--- config.mk ---
export PLATFORM = sky130hd
export DESIGN_NAME = ssd_bin2bcd_flat
export DESIGN_NICKNAME = d
export VERILOG_FILES = /design/src/rtl/ssd_bin2bcd_if.sv /design/src/rtl/ssd_bin2bcd.sv /design/src/flat_wrapper.sv
export SDC_FILE = /design/constraint.sdc
export NUM_CORES = 1
export LEC_CHECK = 0
export ABC_AREA = 1
export CORE_UTILIZATION = 56
export DETAILED_ROUTE_END_ITERATION = 8
export PLACE_DENSITY_LB_ADDON = 0.3
export REMOVE_ABC_BUFFERS = 1
export SYNTH_ARGS = -nofsm -noshare
export SYNTH_HDL_FRONTEND = slang
export SYNTH_SLANG_ARGS = --single-unit
--- constraint.sdc ---
create_clock -name clk -period 2.57 [get_ports clk]
set_clock_uncertainty 0.1 [all_clocks]
set_input_delay 0.514 -clock clk [delete_from_list [all_inputs] [get_ports clk]]
set_output_delay 0.514 -clock clk [all_outputs]
set_load 0.01 [all_outputs]
--- src/rtl/ssd_bin2bcd_if.sv ---
// Display-value bus between the CPU display path (master) and the
// binary-to-BCD converter (slave).
interface ssd_bin2bcd_if #(
  parameter int WIDTH  = 13,
  parameter int DIGITS = 4
);
  logic [WIDTH-1:0]    num;
  logic [4*DIGITS-1:0] bcd;
  logic [DIGITS-1:0]   blank;
  logic                busy;
  logic                update;

  modport master (output num, input bcd, blank, busy, update);
  modport slave  (input num, output bcd, blank, busy, update);
endinterface

--- src/rtl/ssd_bin2bcd.sv ---
// Sequential binary-to-BCD converter feeding the seven-segment driver.
// Re-converts the display word whenever it changes (double-dabble, one bit
// per cycle) and updates bcd/blank atomically when a conversion completes.
//
// state | meaning
// IDLE  | waiting for num to differ from last_num (or a forced first pass)
// SHIFT | one add-3/shift step per cycle, WIDTH steps total
// DONE  | publish accumulator to bcd/blank, pulse update
module ssd_bin2bcd #(
  parameter int WIDTH  = 13,
  parameter int DIGITS = 4
) (
  input logic         clk,
  input logic         rst,
  ssd_bin2bcd_if.slave bus
);

  localparam int BW = 4 * DIGITS;
  localparam int CW = (WIDTH > 1) ? $clog2(WIDTH) : 1;

  typedef enum logic [1:0] {IDLE, SHIFT, DONE} state_t;

  state_t           state;
  logic [WIDTH-1:0] bin_sr;
  logic [WIDTH-1:0] last_num;
  logic [BW-1:0]    acc;
  logic [BW-1:0]    acc_adj;
  logic [BW-1:0]    bcd_q;
  logic [DIGITS-1:0] blank_q;
  logic [DIGITS-1:0] blank_nxt;
  logic [CW-1:0]    bit_cnt;
  logic             force_q;
  logic             busy_q;
  logic             update_q;
  logic             zero_above;

  // Add 3 to every BCD nibble that would overflow past 9 after the shift.
  always_comb begin
    acc_adj = acc;
    for (int i = 0; i < DIGITS; i++) begin
      if (acc[4*i +: 4] >= 4'd5) acc_adj[4*i +: 4] = acc[4*i +: 4] + 4'd3;
    end
  end

  // Leading-zero mask: a nibble blanks only if it and every higher nibble
  // is zero; the ones digit is never blanked so "0" stays visible.
  always_comb begin
    blank_nxt  = '0;
    zero_above = 1'b1;
    for (int i = DIGITS - 1; i >= 1; i--) begin
      zero_above   = zero_above & (acc[4*i +: 4] == 4'd0);
      blank_nxt[i] = zero_above;
    end
  end

  // Conversion FSM with registered outputs.
  always_ff @(posedge clk or posedge rst) begin
    if (rst) begin
      state    <= IDLE;
      bin_sr   <= '0;
      last_num <= '0;
      acc      <= '0;
      bcd_q    <= '0;
      blank_q  <= {{(DIGITS-1){1'b1}}, 1'b0};
      bit_cnt  <= '0;
      force_q  <= 1'b1;
      busy_q   <= 1'b0;
      update_q <= 1'b0;
    end else begin
      update_q <= 1'b0;
      case (state)
        IDLE: begin
          if (force_q || (bus.num != last_num)) begin
            bin_sr   <= bus.num;
            last_num <= bus.num;
            acc      <= '0;
            bit_cnt  <= '0;
            force_q  <= 1'b0;
            busy_q   <= 1'b1;
            state    <= SHIFT;
          end
        end
        SHIFT: begin
          {acc, bin_sr} <= {acc_adj, bin_sr} << 1;
          bit_cnt       <= bit_cnt + 1'b1;
          if (bit_cnt == CW'(WIDTH - 1)) state <= DONE;
        end
        DONE: begin
          bcd_q    <= acc;
          blank_q  <= blank_nxt;
          update_q <= 1'b1;
          busy_q   <= 1'b0;
          state    <= IDLE;
        end
        default: state <= IDLE;
      endcase
    end
  end

  assign bus.bcd    = bcd_q;
  assign bus.blank  = blank_q;
  assign bus.busy   = busy_q;
  assign bus.update = update_q;

endmodule

--- src/flat_wrapper.sv ---
// flat-port wrapper written by rule: the top's interface ports become plain ports
module ssd_bin2bcd_flat 
#(
  parameter int WIDTH  = 13,
  parameter int DIGITS = 4
)
  (clk, rst, bus_num, bus_bcd, bus_blank, bus_busy, bus_update);
  ssd_bin2bcd_if #(.WIDTH(WIDTH), .DIGITS(DIGITS)) bus_i ();
  input logic clk;
  input logic rst;
  input wire logic [$bits(bus_i.num)-1:0] bus_num;
  output wire logic [$bits(bus_i.bcd)-1:0] bus_bcd;
  output wire logic [$bits(bus_i.blank)-1:0] bus_blank;
  output wire logic [$bits(bus_i.busy)-1:0] bus_busy;
  output wire logic [$bits(bus_i.update)-1:0] bus_update;
  assign bus_i.num = bus_num;
  assign bus_bcd = bus_i.bcd;
  assign bus_blank = bus_i.blank;
  assign bus_busy = bus_i.busy;
  assign bus_update = bus_i.update;
  ssd_bin2bcd #(.WIDTH(WIDTH), .DIGITS(DIGITS)) u_core (.clk(clk), .rst(rst), .bus(bus_i));
endmodule
==> results.txt <==
The number of enable-type register cells in the synthesized netlist is 0. The async set-or-reset flop fraction in the synthesized netlist came out at 1.000. The post-place setup slack is ~0.21 ns. The count of final max-slew check failures came out at 0.

The number of gates resized after cts is 0. In the final layout, the multi-input gates occupy between 1000 and 1500 um^2. Counting every sink on the clock net gives 70. Including well taps, the total number of placed cells is 540.

The number of top-level design ports came out at 37. Yosys printed 0 warnings. The synthesized netlist occupies a cell area of roughly 3500 um^2. The remaining max-slew budget at the tightest pin came out at 0.6303. The number of max-cap violations came out at 0.

The die width came out at approximately 81 um. The deepest clock path buffer count came out at 2. IR analysis of the VDD net gives a maximum drop of around 0.71 mV. Of all nets on the critical path, the largest fanout is 2. The post-detailed-route DRC marker count came out at 0. The worst path in the final design needs a cycle of approximately 2.0 ns, including I/O delays and setup.

The number of antenna violations at the first check in global routing came out at 0. After synthesis, the cell types taking the most area are sky130_fd_sc_hd__dfrtp_1 (48%), sky130_fd_sc_hd__nand2_1 (16%), sky130_fd_sc_hd__o21ai_0 (7.8%). The data required time of the critical path came out at slightly below 2 ns. The congestion estimate from routability-driven global placement came to about 0.79. The core area is 5956 um^2. The cell count after synthesis came out at about 440.

The number of storage elements in the synthesis netlist is 70. The routed wire length is roughly 6600 um. The fraction of post-synthesis cell area in the top cell type by area came out at 0.4757. The average wire per cell in the routed design is 11.94 um.

The count of antenna-violating nets left after detailed routing is 0. Entering global routing, the biggest net connects 35 pins. The tree is rooted in a sky130_fd_sc_hd__clkbuf_8. In the final layout, the share of cells above drive strength 1 is 0.06445.

The synthesized area per cell came out at ~7.9 um^2. The commonest cells after synthesis are sky130_fd_sc_hd__nand2_1 (147), sky130_fd_sc_hd__dfrtp_1 (66), sky130_fd_sc_hd__o21ai_0 (54). The total power per unit cell area came out at approximately 1300 nW/um^2. The total inserted antenna cells came out at 0.

The total of hold buffers inserted after clock tree synthesis is 0. The H-tree level count came out at 3. The total negative slack for setup checks came out at 0 ns. The number of setup buffers added after CTS is 0. The routed layout has roughly 2900 vias. The largest stage delay on the critical path is ~0.53 ns. The critical path data arrival time is around 1.4 ns. The worst hold path passes through 2 cells. The number of global-route vias before repair came to ~2700. For the pin with the worst max-slew slack, the measured transition is roughly 0.55 ns.

The smallest setup slack after layout is approximately 0.56 ns. The share of the clock period used by the worst path after layout is 0.7829. The floorplan has 28 rows. The reported leakage power is around 2.1 nW. The worst setup path is launched from a flop. The cell type with the largest total area after synthesis is sky130_fd_sc_hd__dfrtp_1. The cell depth of the worst flop-to-flop path came out at 8.

The flow ran to the end, and the final reports show no timing, DRC or antenna violations. At the later pin of the worst-skew pair, clock insertion delay measures about 0.34 ns. The number of fill cells in the layout is 480. The setup violation total in the final timing report is 0. The register area came out at about 1800 um^2. Together, buffers and inverters on the worst path number 1. The register-to-register setup slack came out at around 0.79 ns.

In this design, the largest share of critical-path delay is due to flip-flops. Setup repair after global routing left no endpoint under its margin. Once detailed placement completed, the half-perimeter wirelength came to 4515 um. The remaining global-route overflow came out at 0. The cell count along the critical path came out at 1. The die extent in y is slightly above 80 um. For this run, the top clock speed supported by timing is around 500 MHz.

The min-delay analysis places its worst path in the category flop to flop. The average via count per standard cell is just over 5. Traced cell by cell, the critical path runs through clkdlybuf4s50_1.

The final-report hold violation count came out at 0. The category of the worst setup path capture point is a primary output. The dominant register cell in the synthesized netlist is sky130_fd_sc_hd__dfrtp_1.

The die covers between 6000 and 7000 um^2. For this configuration, the core starts out at a cell density of 0.5830. The global routing usage summed across all routing layers is 0.2317. The sequential share of the synthesized area came out at 0.5059. The number of DRC violations after detailed-routing iteration 0 is 112. The number of port buffers is 35.

The number of different library cells used by synthesis comes to 27. The first global-routing pass estimated 11390 um of wire. TritonCTS built the clock tree. The clock-pin slew on the worst setup and hold paths is about 0.070 ns.

Among all stages on the critical path, the largest delay is contributed by sky130_fd_sc_hd__dfstp_2. The clock buffer count from CTS came out at 9. The filler-free cell count of the finished design came out at about 560. The detailed-router iteration count before antenna repair came out at 4.

The net count of the finished layout came out at about 500. Yosys instantiated no cell more often than sky130_fd_sc_hd__nand2_1. The setup path with the least slack is of type flop to primary output. The area overhead of the layout relative to synthesis came out at 17.30%.
-- cell type report --
type	instances	share of cell area
tap	75	0.02304
multi-input combinational	303	0.3496
timing repair buffer	42	0.1051
clock inverter	4	0.01167
sequential	70	0.4313
clock buffer	12	0.03318
inverter	50	0.04608
-- metal layers --
metal	GRT usage	vias to the layer above	wire length (um)
li1	-	1459	-
met1	0.2620	1348	2995
met2	0.4127	58	3257
met3	0.04944	18	228
met4	0.1161	0	155
met5	0	-	0
-- cells by family (layout without fill, tap and decap cells) --
logic type | count (synthesis) | after routing | synth area share
buffers and inverters | 68 | 108 | 0.08396
AND/OR/NAND/NOR | 217 | 217 | 0.2548
other | 1 | 1 | 0.001080
AO/OA/AOI/OAI | 70 | 70 | 0.1034
adder cells (fa/ha/maj) | 12 | 12 | 0.04324
flip-flops | 70 | 70 | 0.5059
XOR/XNOR | 3 | 3 | 0.007569
-- worst reg2reg max path, stage by stage, from the launching register on --
cell and delay (ns):
sky130_fd_sc_hd__dfrtp_1 0.42, sky130_fd_sc_hd__inv_1 0.11, sky130_fd_sc_hd__ha_1 0.23, sky130_fd_sc_hd__inv_1 0.08, sky130_fd_sc_hd__nor2_1 0.05, sky130_fd_sc_hd__o21ai_0 0.36
sky130_fd_sc_hd__a21oi_1 0.13, sky130_fd_sc_hd__o21ai_0 0.11, sky130_fd_sc_hd__nand2_1 0.07
-- sequential cells by signal, indices dropped and copies added (netlist names) --
register           cells
u_core.bin_sr         13
u_core.state           2
u_core.bus.blank       3
u_core.bus.update      1
u_core.bit_cnt         4
u_core.acc            16
u_core.bus.bcd        16
u_core.last_num       13
u_core.force_q         1
u_core.bus.busy        1
-- where the power goes --
part,switching (mW),internal [mW]
combinational,1.44,0.994
sequential,0.344,1.62
clock,0.400,0.446
total,2.19,3.06
-- per-stage QoR --
| step | area, um^2 | power, mW | utilization | hold WS, ns |
|---|---|---|---|---|
| floorplan | 3368 | 3.561 | - | 0.3335 |
| detailed placement | 3890 | 4.409 | 0.6532 | 0.3490 |
| global placement | 3890 | 4.302 | 0.6532 | 0.3523 |
| global route | 4073 | 5.736 | 0.6838 | 0.3702 |
| finish | 4073 | 5.244 | 0.6838 | 0.3591 |
| CTS | 4073 | 5.267 | 0.6838 | 0.3597 |
-- worst paths after layout --
kind                                                  to                             from
min                           u_core.force_q$_DFFE_PP1P_       u_core.force_q$_DFFE_PP1P_
max reg2reg                   u_core.acc[10]$_DFFE_PP0P_        u_core.acc[8]$_DFFE_PP0P_
max                                         bus_blank[1]  u_core.bus.blank[1]$_DFFE_PP1P_
min in group asynchronous  u_core.bus.bcd[5]$_DFFE_PP0P_                              rst
max in group asynchronous     u_core.force_q$_DFFE_PP1P_                              rst
min reg2reg                   u_core.force_q$_DFFE_PP1P_       u_core.force_q$_DFFE_PP1P_
-- placed cells by master, fill, tap and decap left out, drive strengths merged, types with 2 or more instances in the layout --
master,count
clkinv,2
inv,50
nand2,149
dfrtp,66
clkdlybuf4s50,35
dfstp,4
clkbuf,12
a21oi,12
nand3,39
o21ai,55
o211ai,2
nor2,25
xnor2,2
ha,12
buf,7
Power figures use the tool's default switching activity.
